<file path="src/rtl/crypto_receipt_verifier.sv">
// crypto_receipt_verifier
//   Receiver/checker end of the receipt hash chain
//   H_t = SHA256(H_{t-1} || dState || mu_op).
//   A receipt is a header followed by its replayed serialized-state bytes.
//   Each receipt's hash is recomputed by an external SHA-256 engine. The block
//   then checks the chain linkage, hash equality and the mu budget, and reports
//   one verdict per receipt.
//
// Ports
//   clk, rst            clock, synchronous active-high reset
//   rcpt_*              receipt header handshake (valid/ready) and fields
//   in_byte*            serialized-state byte stream (valid/ready/last)
//   sha_*               SHA-256 engine control, byte stream, chain seed and result
//   verdict_valid       1-cycle pulse per receipt, qualifies verdict_ok/err_code
//   chain_broken        sticky failure flag since the last accepted genesis
//   chain_len/mu_total  count and mu sum of receipts accepted OK
//   last_hash           hash of the last receipt accepted OK
module crypto_receipt_verifier #(
  parameter int MU_HASH_COST   = 100,
  parameter int MU_TOLERANCE   = 20,
  parameter int TIMEOUT_CYCLES = 4096
) (
  input  logic         clk,
  input  logic         rst,
  input  logic         rcpt_valid,
  output logic         rcpt_ready,
  input  logic         rcpt_first,
  input  logic [255:0] rcpt_prev_hash,
  input  logic [255:0] rcpt_hash,
  input  logic [31:0]  rcpt_mu_cost,
  input  logic [7:0]   in_byte,
  input  logic         in_byte_valid,
  input  logic         in_byte_last,
  output logic         in_byte_ready,
  output logic         sha_start,
  input  logic         sha_ready,
  output logic [7:0]   sha_byte,
  output logic         sha_byte_valid,
  input  logic         sha_byte_ready,
  output logic         sha_byte_last,
  output logic [255:0] sha_prev_hash,
  output logic         sha_use_chain,
  input  logic         sha_valid,
  input  logic [255:0] sha_hash_in,
  output logic         verdict_valid,
  output logic         verdict_ok,
  output logic [2:0]   err_code,
  output logic         chain_broken,
  output logic [31:0]  chain_len,
  output logic [63:0]  mu_total,
  output logic [255:0] last_hash
);

  localparam logic [31:0] MU_LIMIT = 32'(MU_HASH_COST + MU_TOLERANCE);
  localparam logic [31:0] TMO_LAST = 32'(TIMEOUT_CYCLES - 1);

  localparam logic [2:0] ERR_OK      = 3'd0;
  localparam logic [2:0] ERR_LINK    = 3'd1;
  localparam logic [2:0] ERR_TIMEOUT = 3'd2;
  localparam logic [2:0] ERR_HASH    = 3'd3;
  localparam logic [2:0] ERR_MU      = 3'd4;

  typedef enum logic [2:0] {
    S_IDLE,
    S_CHECK,
    S_START,
    S_STREAM,
    S_WAIT_HASH,
    S_DRAIN,
    S_REPORT
  } state_t;

  state_t state, state_n;

  // Latched header
  logic         use_chain_q;
  logic [255:0] prev_hash_q;
  logic [255:0] hash_q;
  logic [31:0]  mu_q;

  // Per-receipt error flags
  logic         link_err_q;
  logic         mu_err_q;
  logic         hash_err_q;
  logic         tmo_err_q;
  logic [31:0]  tmo_cnt;

  logic         tmo_hit;
  logic         link_chk;
  logic         byte_acc;
  logic [2:0]   err_now;

  // Single error code from the flags, highest priority first.
  function automatic logic [2:0] encode_err(input logic link, input logic tmo,
                                            input logic hash, input logic mu);
    logic [2:0] code;
    code = ERR_OK;
    if (link)      code = ERR_LINK;
    else if (tmo)  code = ERR_TIMEOUT;
    else if (hash) code = ERR_HASH;
    else if (mu)   code = ERR_MU;
    return code;
  endfunction

  // A non-genesis receipt with no accepted predecessor can never link.
  assign link_chk = use_chain_q && ((chain_len == 32'd0) || (prev_hash_q != last_hash));
  assign tmo_hit  = ((state == S_STREAM) || (state == S_WAIT_HASH)) && (tmo_cnt == TMO_LAST);
  assign byte_acc = in_byte_valid && sha_byte_ready && in_byte_last;
  assign err_now  = encode_err(link_err_q, tmo_err_q, hash_err_q, mu_err_q);

  assign sha_prev_hash = prev_hash_q;
  assign sha_use_chain = use_chain_q;

  always_comb begin
    state_n        = state;
    rcpt_ready     = 1'b0;
    in_byte_ready  = 1'b0;
    sha_start      = 1'b0;
    sha_byte       = 8'd0;
    sha_byte_valid = 1'b0;
    sha_byte_last  = 1'b0;
    verdict_valid  = 1'b0;
    verdict_ok     = 1'b0;
    err_code       = ERR_OK;
    case (state)
      S_IDLE: begin
        rcpt_ready = !rst;
        if (rcpt_valid) state_n = S_CHECK;
      end
      S_CHECK: begin
        state_n = link_chk ? S_DRAIN : S_START;
      end
      S_START: begin
        if (sha_ready) begin
          sha_start = 1'b1;
          state_n   = S_STREAM;
        end
      end
      S_STREAM: begin
        sha_byte       = in_byte;
        sha_byte_valid = in_byte_valid;
        sha_byte_last  = in_byte_last;
        in_byte_ready  = sha_byte_ready;
        if (tmo_hit)       state_n = S_REPORT;
        else if (byte_acc) state_n = S_WAIT_HASH;
      end
      S_WAIT_HASH: begin
        if (tmo_hit || sha_valid) state_n = S_REPORT;
      end
      S_DRAIN: begin
        in_byte_ready = 1'b1;
        if (in_byte_valid && in_byte_last) state_n = S_REPORT;
      end
      S_REPORT: begin
        verdict_valid = 1'b1;
        verdict_ok    = (err_now == ERR_OK);
        err_code      = err_now;
        state_n       = S_IDLE;
      end
      default: state_n = S_IDLE;
    endcase
  end

  always_ff @(posedge clk) begin
    if (rst) begin
      state        <= S_IDLE;
      use_chain_q  <= 1'b0;
      prev_hash_q  <= '0;
      hash_q       <= '0;
      mu_q         <= '0;
      link_err_q   <= 1'b0;
      mu_err_q     <= 1'b0;
      hash_err_q   <= 1'b0;
      tmo_err_q    <= 1'b0;
      tmo_cnt      <= '0;
      chain_broken <= 1'b0;
      chain_len    <= '0;
      mu_total     <= '0;
      last_hash    <= '0;
    end else begin
      state <= state_n;
      case (state)
        S_IDLE: begin
          if (rcpt_valid) begin
            use_chain_q <= !rcpt_first;
            prev_hash_q <= rcpt_prev_hash;
            hash_q      <= rcpt_hash;
            mu_q        <= rcpt_mu_cost;
          end
        end
        S_CHECK: begin
          link_err_q <= link_chk;
          mu_err_q   <= (mu_q > MU_LIMIT);
          hash_err_q <= 1'b0;
          tmo_err_q  <= 1'b0;
          tmo_cnt    <= '0;
        end
        S_STREAM: begin
          tmo_cnt <= tmo_cnt + 32'd1;
          if (tmo_hit) tmo_err_q <= 1'b1;
        end
        S_WAIT_HASH: begin
          tmo_cnt <= tmo_cnt + 32'd1;
          if (tmo_hit)        tmo_err_q  <= 1'b1;
          else if (sha_valid) hash_err_q <= (sha_hash_in != hash_q);
        end
        // ---- verdict commit: chain state only advances on an OK receipt
        S_REPORT: begin
          if (err_now == ERR_OK) begin
            last_hash <= hash_q;
            if (!use_chain_q) begin
              chain_len    <= 32'd1;
              mu_total     <= {32'd0, mu_q};
              chain_broken <= 1'b0;
            end else begin
              chain_len <= chain_len + 32'd1;
              mu_total  <= mu_total + {32'd0, mu_q};
            end
          end else begin
            chain_broken <= 1'b1;
          end
        end
        default: ;
      endcase
    end
  end

endmodule

</file>
<file path="config.mk">
export PLATFORM = sky130hd
export DESIGN_NAME = crypto_receipt_verifier
export DESIGN_NICKNAME = d
export VERILOG_FILES = /design/src/rtl/crypto_receipt_verifier.sv
export SDC_FILE = /design/constraint.sdc
export NUM_CORES = 2
export LEC_CHECK = 0
export ABC_AREA = 1
export CAP_MARGIN = 20
export CELL_PAD_IN_SITES_DETAIL_PLACEMENT = 1
export CELL_PAD_IN_SITES_GLOBAL_PLACEMENT = 1
export CORE_AREA = 4 4 553 555
export DETAILED_ROUTE_END_ITERATION = 8
export DIE_AREA = 0 0 557 559
export PLACE_DENSITY_LB_ADDON = 0.1
export SLEW_MARGIN = 10
export SYNTH_ARGS = -nofsm -noshare
export SYNTH_HDL_FRONTEND = slang
export SYNTH_SLANG_ARGS = --single-unit
export TNS_END_PERCENT = 1
</file>
<file path="constraint.sdc">
create_clock -name clk -period 3.61 [get_ports clk]
set_input_delay 0.722 -clock clk [delete_from_list [all_inputs] [get_ports clk]]
set_output_delay 0.722 -clock clk [all_outputs]
set_load 0.005 [all_outputs]
</file>
==> results.cfg <==
[yosys]
yosys_register_bits = 937
synthCells = 5920
syn-mean-instance-area_um2 = 7.30
synthTopCellsByArea = sky130_fd_sc_hd__dfxtp_1 43%, sky130_fd_sc_hd__a21oi_1 11%, sky130_fd_sc_hd__o21ai_0 10%
synth.lib_cells_used.distinct = 51
syn-cell-area_mm2 = 0.0432
synth_top_cell_area_share_pct = 43.4
total_number_of_yosys_warnings = 0
synth_nets = 6773
post_synth_top_area_cell = sky130_fd_sc_hd__dfxtp_1
synth-seq-area-share_pct = 43.4

[drt]
antenna_left = 0
routed_wire_length_per_instance_um = 27.7
detailedRoute.firstIterationViolations = 2255
postRouteWirelength_um = 319000
detailroute.via_count = 46600
via_per_inst = 4.05
drcViolationCount = 0
drtPass1Iterations = 5

[clock_tree]
cts_htree_levels = 4
clk_path_buf_depth = 4
clk_latency_ns = 0.84
clock_tree_from_tritoncts = done
cts_buffers = 145
clkSlewWorstSetupHoldPaths_ns = 0.05
post_cts_resized = 0
cts_sinks = 937
hold_buffer_count_at_cts = 0
clock_tree.root_cell = sky130_fd_sc_hd__clkbuf_16
cts_setup_buffers = 1

[placed_design]
portBuffers = 1444
gp_routability_congestion = 0.865
final_hpwl_dp_um = 268000
place.detailed.instances = 11200
place_ws_ns = -0.0160

[power]
power_per_cell_area_mw_per_mm2 = 657
vdd.ir_drop.worst_mv = 0.323
report.power.total_mw = 44.6
leakage_nw = 24.7

[worst_setup_path]
worstPathRequired_ns = 2.89
timing.rr.end = state[2]
cpMaxStageDelayCell = sky130_fd_sc_hd__clkdlybuf4s50_1
crit_path_max_fanout = 15
timing.critical_path.arrival_ns = 2.73
crit_chain = nand3_2, o21ai_0, clkdlybuf4s50_1
timing.reg2reg.worst_path_depth = 14
timing.rr.start = chain_len[1]
cp.depth = 3
startpoint_types = flip-flop
r2r_slack_ns = 0.28
crit_type = reg2out
critical_path.n_buffers_inverters = 1
timing.critical_path.to_type = output port
cp-endpoint = in_byte_ready
worstSetupStartpoint = state[1]
cpLargestDelayFamily = buffers and inverters
critPathMaxStageDelay_ns = 0.58

[hold_path]
hp-class = reg2reg
worst_hold_path.num_cells = 2

[timing]
timing.max_slew.rel_slack_pct = 15.7
setup_ws_ns = 0.161
skew_ns = 0.0468
final-max-slew-violation-count = 0
layout_min_cycle_time_ns = 3.45
rsz_0062_raised_after_global_routing = false
fin_crit_sh_pct = 95.5
setup-violations-final = 0
finalHoldViolations = 0
max_clock_freq_mhz = 290
worstMarginPinSlew_ns = 1.26

[grt]
initial_antenna_violation_count = 208
grt_max_degree = 121
first_pass_grt_wire_length_um = 424000
grt_remaining_overflow = 0
track_usage_pct = 19.7
first_global_vias = 48100

[finish]
fin_cells = 11500
area_growth_pct = 57.3
fin_nets = 8215
drive_gt1_share_pct = 6.48

[job]
drv_cap = 0

[die]
die_h_um = 559
core.rowCount = 202
floorplan.die.width_um = 557
initial_utilization_pct = 14.3
core-area_mm2 = 0.302
number_of_primary_i_o_pins = 1445
die-area_mm2 = 0.311

[run_status]
outcome = completed
-- through the flow --
| stage | setup TNS, ns | util (%) | cell area, um2 | hold WS (ns) |
|---|---|---|---|---|
| detailed placement | -0.0160 | 20.9 | 63100 | 0.466 |
| global placement | -0.0168 | 20.9 | 63100 | 0.459 |
| CTS | 0 | 22.5 | 67800 | 0.407 |
| global route | 0 | 22.5 | 67900 | 0.481 |
| finish | 0 | 22.5 | 68000 | 0.472 |
| floorplan | 0 | - | 43200 | 0.446 |
-- routing by layer --
layer	wire length, um	track usage [%]
met5	641	0
met4	7510	4.64
met3	30600	8.44
met2	156000	34.4
met1	125000	21.8
-- power breakdown --
part           internal (mW)  total (mW)  switching, mW
clock                   8.54        14.4           5.83
sequential              12.6        14.8           2.19
combinational           6.15        15.5           9.33
total                   27.3        44.6           17.3
-- sequential cells by signal (all words and copies together) (netlist names) --
| signal | count |
|---|---|
| state | 3 |
| sha_prev_hash | 256 |
| last_hash | 256 |
| tmo_err_q | 1 |
| hash_err_q | 1 |
| chain_len | 32 |
| mu_err_q | 1 |
| sha_use_chain | 1 |
| tmo_cnt | 32 |
| link_err_q | 1 |
| hash_q | 256 |
| mu_q | 32 |
| chain_broken | 1 |
| mu_total | 64 |
-- cells in the mapped netlist, drive strengths merged --
master,n
a211oi,14
a21o,4
a21oi,993
a221oi,2
a22oi,3
a311oi,1
a31oi,10
a41oi,1
and2,2
and3,3
buf,19
clkbuf,283
clkinv,3
dfxtp,937
fa,1
ha,35
inv,845
nand2,732
nand3,117
nand3b,3
nand4,78
nor2,335
nor3,62
nor3b,6
nor4,45
o2111a,1
o2111ai,5
o211ai,4
o21a,7
o21ai,914
o21bai,4
o221a,1
o22ai,3
or2,61
xnor2,307
xor2,79
-- logic make-up (layout without fill, tap and decap cells) --
family,Yosys count,after routing,synth area share [%]
other,0,66,0
AND/OR/NAND/NOR,1444,1444,14.5
buffers and inverters,1150,2699,10.0
adder cells (fa/ha/maj),36,36,1.06
XOR/XNOR,386,386,7.82
flip-flops,937,937,43.4
AO/OA/AOI/OAI,1967,1967,23.2
-- layout make-up --
class | count | area, um2
clock buffers | 218 | 4310
flip-flops and latches | 937 | 18800
diodes | 66 | 165
fillers | 35700 | 234000
clock inverters | 36 | 395
well taps | 3978 | 4980
multi-input cells | 3833 | 20200
repair buffers | 1597 | 16000
inverters | 848 | 3190
-- cells in the final DEF (no fill, tap or decap), types with 109 or more instances in the layout --
| cell type | n |
|---|---|
| sky130_fd_sc_hd__clkdlybuf4s50_1 | 1443 |
| sky130_fd_sc_hd__a21oi_1 | 990 |
| sky130_fd_sc_hd__dfxtp_1 | 937 |
| sky130_fd_sc_hd__o21ai_0 | 904 |
| sky130_fd_sc_hd__inv_1 | 836 |
| sky130_fd_sc_hd__nand2_1 | 728 |
| sky130_fd_sc_hd__nor2_1 | 321 |
| sky130_fd_sc_hd__xnor2_1 | 307 |
| sky130_fd_sc_hd__clkbuf_16 | 147 |
| sky130_fd_sc_hd__buf_4 | 120 |
| sky130_fd_sc_hd__nand3_1 | 109 |
-- tightest hold or removal path, cell delays in order (launching register included) --
cell                      delay [ns]
sky130_fd_sc_hd__dfxtp_1        0.32
sky130_fd_sc_hd__inv_1          0.05
sky130_fd_sc_hd__a21oi_1        0.05
-- worst min-delay path by stage --
| stage | start | end | slack [ns] |
|---|---|---|---|
| 2_1_floorplan | tmo_cnt[0] | tmo_cnt[0] | 0.45 |
| 3_3_place_gp | sha_prev_hash[75] | sha_prev_hash[75] | 0.46 |
| 3_5_place_dp | sha_prev_hash[143] | sha_prev_hash[143] | 0.47 |
| 4_1_cts | rcpt_prev_hash[107] | sha_prev_hash[107] | 0.41 |
| 5_1_grt | rcpt_hash[171] | hash_q[171] | 0.48 |
| 6_report | sha_prev_hash[39] | sha_prev_hash[39] | 0.47 |
Power figures use the tool's default switching activity.
